File: src/rtl/bcd_pkg.sv
// Shared types and constants for the BCD-to-binary converter.
// Holds the FSM state enum, digit width and the reverse double-dabble correction constants.
package bcd_pkg;

  typedef enum logic [1:0] {
    StIdle,
    StConv,
    StDone
  } state_e;

  localparam int unsigned DigitW = 4;

  localparam logic [DigitW-1:0] CorrThresh = 4'd8;
  localparam logic [DigitW-1:0] CorrAmt    = 4'd3;
  localparam logic [DigitW-1:0] MaxDigit   = 4'd9;

  function automatic logic digit_invalid(input logic [DigitW-1:0] digit);
    return digit > MaxDigit;
  endfunction

endpackage

File: src/rtl/bcd_digit_uncorrect.sv
// Reverse double-dabble correction cell: a digit of 8 or more has 3 subtracted.
// Undoes the add-3 adjustment made by the forward binary-to-BCD cell.
module bcd_digit_uncorrect
  import bcd_pkg::*;
(
  input  logic [DigitW-1:0] i_digit,
  output logic [DigitW-1:0] o_digit
);

  always_comb begin
    o_digit = i_digit;
    if (i_digit >= CorrThresh) begin
      o_digit = i_digit - CorrAmt;
    end
  end

endmodule

File: src/rtl/bcd2bin_shift.sv
// Sequential packed-BCD to binary converter using one reverse double-dabble step per cycle.
// Operands containing a non-decimal digit are flagged and complete without conversion.
module bcd2bin_shift
  import bcd_pkg::*;
#(
  parameter int unsigned N_DIGITS = 4,
  parameter int unsigned BIN_W    = 14
) (
  input  logic                       clk,
  input  logic                       rst,
  input  logic                       in_valid,
  output logic                       in_ready,
  input  logic [DigitW*N_DIGITS-1:0] bcd_in,
  output logic                       out_valid,
  input  logic                       out_ready,
  output logic [BIN_W-1:0]           bin_out,
  output logic                       bcd_err
);

  localparam int unsigned BcdW = DigitW * N_DIGITS;
  localparam int unsigned CntW = $clog2(BIN_W + 1);

  state_e r_state;
  state_e w_state_next;

  logic [BcdW-1:0]  r_bcd;
  logic [BIN_W-1:0] r_bin;
  logic [CntW-1:0]  r_cnt;
  logic [BIN_W-1:0] r_bin_out;
  logic             r_err;

  logic             w_in_hs;
  logic             w_in_bad;
  logic             w_last_step;
  logic [BcdW-1:0]  w_bcd_shift;
  logic [BcdW-1:0]  w_bcd_step;
  logic [BIN_W-1:0] w_bin_shift;

  assign w_in_hs     = in_valid & in_ready;
  assign w_last_step = (r_cnt == CntW'(BIN_W - 1));

  // The BCD LSB falls into the binary MSB; the BCD register refills with zeros.
  assign w_bcd_shift = r_bcd >> 1;
  assign w_bin_shift = {r_bcd[0], r_bin[BIN_W-1:1]};

  always_comb begin
    w_in_bad = 1'b0;
    for (int i = 0; i < int'(N_DIGITS); i++) begin
      w_in_bad = w_in_bad | digit_invalid(bcd_in[i*DigitW +: DigitW]);
    end
  end

  for (genvar g = 0; g < int'(N_DIGITS); g++) begin : g_uncorrect
    bcd_digit_uncorrect u_uncorrect (
      .i_digit (w_bcd_shift[g*DigitW +: DigitW]),
      .o_digit (w_bcd_step[g*DigitW +: DigitW])
    );
  end

  always_ff @(posedge clk or posedge rst) begin
    if (rst) begin
      r_state <= StIdle;
    end else begin
      r_state <= w_state_next;
    end
  end

  always_comb begin
    w_state_next = r_state;
    unique case (r_state)
      StIdle: begin
        if (w_in_hs) begin
          w_state_next = w_in_bad ? StDone : StConv;
        end
      end
      StConv: begin
        if (w_last_step) begin
          w_state_next = StDone;
        end
      end
      StDone: begin
        if (out_ready) begin
          w_state_next = StIdle;
        end
      end
      default: w_state_next = StIdle;
    endcase
  end

  always_comb begin
    in_ready  = (r_state == StIdle);
    out_valid = (r_state == StDone);
  end

  always_ff @(posedge clk or posedge rst) begin
    if (rst) begin
      r_bcd     <= '0;
      r_bin     <= '0;
      r_cnt     <= '0;
      r_bin_out <= '0;
      r_err     <= 1'b0;
    end else begin
      unique case (r_state)
        StIdle: begin
          if (w_in_hs) begin
            r_bcd <= bcd_in;
            r_bin <= '0;
            r_cnt <= '0;
            r_err <= w_in_bad;
            if (w_in_bad) begin
              r_bin_out <= '0;
            end
          end
        end
        StConv: begin
          r_bcd <= w_bcd_step;
          r_bin <= w_bin_shift;
          r_cnt <= r_cnt + CntW'(1);
          if (w_last_step) begin
            r_bin_out <= w_bin_shift;
          end
        end
        default: begin
        end
      endcase
    end
  end

  assign bin_out = r_bin_out;
  assign bcd_err = r_err;

endmodule

File: config.mk
export PLATFORM = sky130hd
export DESIGN_NAME = bcd2bin_shift
export DESIGN_NICKNAME = d
export VERILOG_FILES = /design/src/rtl/bcd_pkg.sv /design/src/rtl/bcd_digit_uncorrect.sv /design/src/rtl/bcd2bin_shift.sv
export SDC_FILE = /design/constraint.sdc
export NUM_CORES = 1
export LEC_CHECK = 0
export BUFFER_PORTS_ARGS = -buffer_cell sky130_fd_sc_hd__buf_2
export CORE_MARGIN = 2
export CORE_UTILIZATION = 40
export DETAILED_ROUTE_END_ITERATION = 12
export SKIP_LAST_GASP = 1
export SYNTH_ARGS = -nofsm -noshare
export SYNTH_HDL_FRONTEND = slang
export SYNTH_HIERARCHICAL = 1
export SYNTH_SLANG_ARGS = --single-unit
File: constraint.sdc
create_clock -name clk -period 2.3 [get_ports clk]
set_clock_uncertainty 0.05 [all_clocks]
set_input_delay 0.575 -clock clk [delete_from_list [all_inputs] [get_ports clk]]
set_output_delay 0.575 -clock clk [all_outputs]
set_load 0.05 [all_outputs]
### Word level (Yosys, flattened, before mapping)

Cells that the tools add are included.

* equal/unequal tests: 7
* reduce and logical (&&, ||, !) cells: 6
* $lt $le $gt $ge: 8
* mux-type cells: 19
* bitwise logic cells: 4
* $add $sub $neg: 5

Operator list (count)
* $mux 14: 4
* $pmux 14 s2: 2
* $pmux 16 s2: 1
* $mux 4: 5
* $gt 4x4->1 const B: 4
* $mux 16: 1
* $ge 4x4->1 const B: 3
* $sub 4x2->4 const B: 3
* $mux 2: 4
* $pmux 4 s2: 1
* $ne 2x1->1 const B: 3
* $pmux 2 s3: 1
* $add 4x1->4 const B: 1
* $eq 4x4->1 const B: 1
* $ge 3x4->1 const B: 1
* $reduce_and 2->1: 2
* $reduce_and 4->1: 1
* $sub 3x2->4 const B: 1
* $or 1x1->1: 3
* $reduce_and 3->1: 1
* $eq 2x1->1 const B: 1
* $eq 2x2->1 const B: 1
* $logic_not 2->1: 1
* $ne 2x2->1 const B: 1
* other kinds (2): 2

* logic and storage cells: 55
* output and inout port bits: 17
* bits of input ports: 20
* register bits: 51

### Logic depth before layout (Yosys ltp)

* depth in word-level cells: 7
* depth in mapped cells: 7
* depth with buffers taken out: 6

### Modules after synthesis

The synthesis kept the hierarchy.

By module, submodules not included
* bcd2bin_shift: sequential area each 1251.2 um^2, instances 1, cells an instance 173, area an instance 2109.5 um^2
* bcd_digit_uncorrect: sequential area each 0.0 um^2, instances 4, cells an instance 11, area an instance 76.3 um^2

### Worst setup path before layout

Ideal clock, no wire load.

* path type: reg-to-output
* start: register r_state[0]
* end: output in_ready
* cell stages (with the launch flop): 3
* data required time: 1.675 ns
* slack: 0.541 ns
* path buffers: 1
* arrival time: 1.134 ns
* cells stage by stage: dfrtp_1 > buf_6 > nor2_1

* longest elaborated chain between the ends: 1

RTL lines
* start, declared: RTL line bcd2bin_shift.sv:23 `state_e r_state;`
* start signal, assigned: RTL line bcd2bin_shift.sv:62 `r_state <= StIdle;`
* start signal, assigned: RTL line bcd2bin_shift.sv:64 `r_state <= w_state_next;`
* $logic_not 2->1: RTL line bcd2bin_shift.sv:91 `in_ready = (r_state == StIdle);`
* end, declared: RTL line bcd2bin_shift.sv:12 `output logic in_ready,`

No other way between the ends.

### Final worst setup path

* start: register r_state[0]
* end: output out_valid

* longest elaborated chain between the ends: 1

RTL lines
* $eq 2x2->1: RTL line bcd2bin_shift.sv:92 `out_valid = (r_state == StDone);`
* end, declared: RTL line bcd2bin_shift.sv:14 `output logic out_valid,`

No other way between the ends.

==> results_dict.tcl <==
set metrics [dict create \
    cts_tree "built" \
    final_util_pct 48.2 \
    synth_area_leader_cell "dfrtp_1" \
    cts_root_buf "clkbuf_8" \
    cts_resized 0 \
    num_rows 28 \
    drt_wl_total_mm 4.51 \
    ys_seq_area_share_pct 51.8 \
    rrSetupSlack_ns 0.49 \
    max-cap-violations 0 \
    yosys_register_bits 50 \
    grt_max_degree 41 \
    coreArea_um2 5890 \
    fin_tns_setup_ns 0 \
    cts_buffers 5 \
    clock_sinks 50 \
    worstPathMaxFanout 10 \
    nets 289 \
    cp-end-kind "primary output" \
    gp_congestion 0.753 \
    leakagePower_uw 0.00135 \
    initial_utilization_pct 41.0 \
    grt_usage_pct 15.2 \
    grt_pass1_wl_mm 7.82 \
    criticalPathCategory "flop to primary output" \
    n_antenna_cell 0 \
    routedWlPerCell_um 13.5 \
    p_int_uw 1760 \
    setup_viol_count_final 0 \
    port-buffer-count 36 \
    die_w_um 81.7 \
    antenna_left 0 \
    rsz0062_at_grt "no" \
    required_ns 1.67 \
    drcViolationCount 0 \
    peakVddDrop_mv 0.548 \
    drive_gt1_share_pct 22.3 \
    avgSynthCellArea_um2 11.1 \
    power_frac_seq_pct 46.1 \
    first_pass_iters 4 \
    power_switching_uw 1040 \
    post-cts-setup-buffer-count 0 \
    clk_pin_slew_ns 0.09 \
    vias 1677 \
    ctsLongestPathBuffers 2 \
    fin_crit_sh_pct 85.7 \
    gr-total-overflow 0 \
    drtIter0Drc 102 \
    swShare_pct 37.1 \
    drv_slew 0 \
    hold_buffers 0 \
    clock_latency_ns 0.30 \
    ys_top_cells_by_area "dfrtp_1 52%, a22o_1 7.3%, mux2i_1 7.0%" \
    hold_viol 0 \
    area_delta_synth_final_pct 17.4 \
    cp.arrival_ns 1.35 \
    p_comb_share_pct 32.0 \
    antenna_found_initial 0 \
    yosys_warnings 6 \
    dieArea_um2 6670 \
    cts_max_level 2 \
    synth_cells 217 \
    min_path_type "input port to asynchronous set/reset pin" \
    fmax_ghz 0.507 \
    grt_pass1_vias 1645 \
    p_clk_share_pct 21.9 \
    vias_per_cell 5.01 \
    outcome "finished clean" \
    critPathLaunchType "flop" \
    synth_cell_types 26 \
    p_per_area_nw_per_um2 988 \
    synth_top_area_share_pct 51.8 \
    syn-cell-area_um2 2410 \
    post-route-min-period_ns 1.97 \
    design.portCount 37 \
    die_h_um 81.7 \
    dpl.hpwl_mm 3.20 \
]
critical path, stage by stage (launching register included):
cell and delay, ns:
dfrtp_1 0.52, nand2b_1 0.22, inv_1 0.06, buf_2 0.25
synth_stat cells (all sizes together):
master	n
a21oi	5
a22o	20
a31oi	1
a32o	8
buf	8
clkbuf	3
conb	1
dfrtp	50
ha	10
inv	11
mux2	1
mux2i	17
nand2	23
nand2b	7
nand3	1
nand4	2
nor2	2
nor2b	5
o21ai	31
o21bai	1
or3b	2
xnor2	4
xor2	4
kinds of logic after synthesis:
family,after synthesis,share of synthesized area [%]
AOI/OAI and AO/OA,66,19.5
muxes,18,7.51
and+or+nand+nor,42,8.55
adders and majority gates,10,5.18
xor gates and xnor gates,8,2.90
buffers and inverters,22,4.35
other,1,0.155
DFF,50,51.8
worst paths after layout:
path | from | endpoint | depth (start not counted)
max | r_state[0] | out_valid | 3
min | rst | bin_out[1] | 2
max reg2reg | r_state[0] | bin_out[7] | 4
min reg2reg | bin_out[2] | bin_out[2] | 1
max in group asynchronous | rst | r_bin[8] | 3
min in group clk | out_ready | r_state[1] | 2
power groups by stage:
stage	sequential (uW)	combinational, uW	clock [uW]
floorplan	1270	716	0
global placement	1310	888	0
detailed placement	1310	907	0
CTS	1290	911	639
global route	1340	1040	674
finish	1290	895	613
placed cells by master (no fill, tap or decap):
cell | Yosys | layout
nor2b_4 | 0 | 1
clkinv_2 | 0 | 1
ha_1 | 10 | 10
nand4_1 | 2 | 2
nor2_1 | 2 | 2
buf_4 | 0 | 4
bufinv_16 | 0 | 1
nand2b_1 | 7 | 7
a21oi_1 | 5 | 5
inv_1 | 11 | 10
xor2_1 | 4 | 4
mux2i_1 | 17 | 17
o21bai_2 | 0 | 1
conb_1 | 1 | 5
a32o_1 | 8 | 8
a22o_1 | 20 | 20
inv_6 | 0 | 1
buf_2 | 6 | 36
clkbuf_8 | 0 | 5
o21ai_4 | 2 | 2
a31oi_1 | 1 | 1
nor2b_1 | 5 | 4
nand3_1 | 1 | 1
o21ai_0 | 29 | 29
inv_2 | 0 | 1
or3b_4 | 1 | 1
buf_12 | 0 | 2
mux2_2 | 1 | 1
or3b_2 | 1 | 1
xnor2_1 | 4 | 4
nand2_1 | 23 | 23
dfrtp_1 | 50 | 50
per-stage QoR:
stage | total power (uW) | hold slack (ns) | worst slack (ns) | cell area, um2 | std cells
floorplan | 1990 | 0.400 | 0.474 | 2430 | 221
detailed placement | 2210 | 0.434 | 0.307 | 2720 | 327
global route | 3050 | 0.135 | 0.251 | 2830 | 335
global placement | 2190 | 0.422 | 0.340 | 2720 | 327
CTS | 2840 | 0.130 | 0.322 | 2830 | 335
finish | 2800 | 0.136 | 0.330 | 2830 | 335
sequential cells by signal, summed over array words and instances, names as in the netlist:
| name | cells |
|---|---|
| bcd_err | 1 |
| bin_out | 14 |
| r_bcd | 16 |
| r_bin | 13 |
| r_cnt | 4 |
| r_state | 2 |
metal layers:
layer / routed length, um / track usage, % / up-vias
met1: 2170 / 20.5 / 799
li1: - / - / 844
met5: 0 / 0 / -
met3: 155 / 2.97 / 2
met4: 32 / 4.00 / 0
met2: 2150 / 25.1 / 32
cell type report:
| cell class | instances | area, um2 |
|---|---|---|
| clock inverters | 3 | 43.8 |
| flip-flops and latches | 50 | 1250 |
| repair buffers | 42 | 250 |
| well taps | 75 | 93.8 |
| clock buffers | 5 | 68.8 |
| inverters | 11 | 41.3 |
| fillers | 569 | 3050 |
| multi-input cells | 149 | 1080 |
Note: power is estimated with default switching activity, not from simulation.
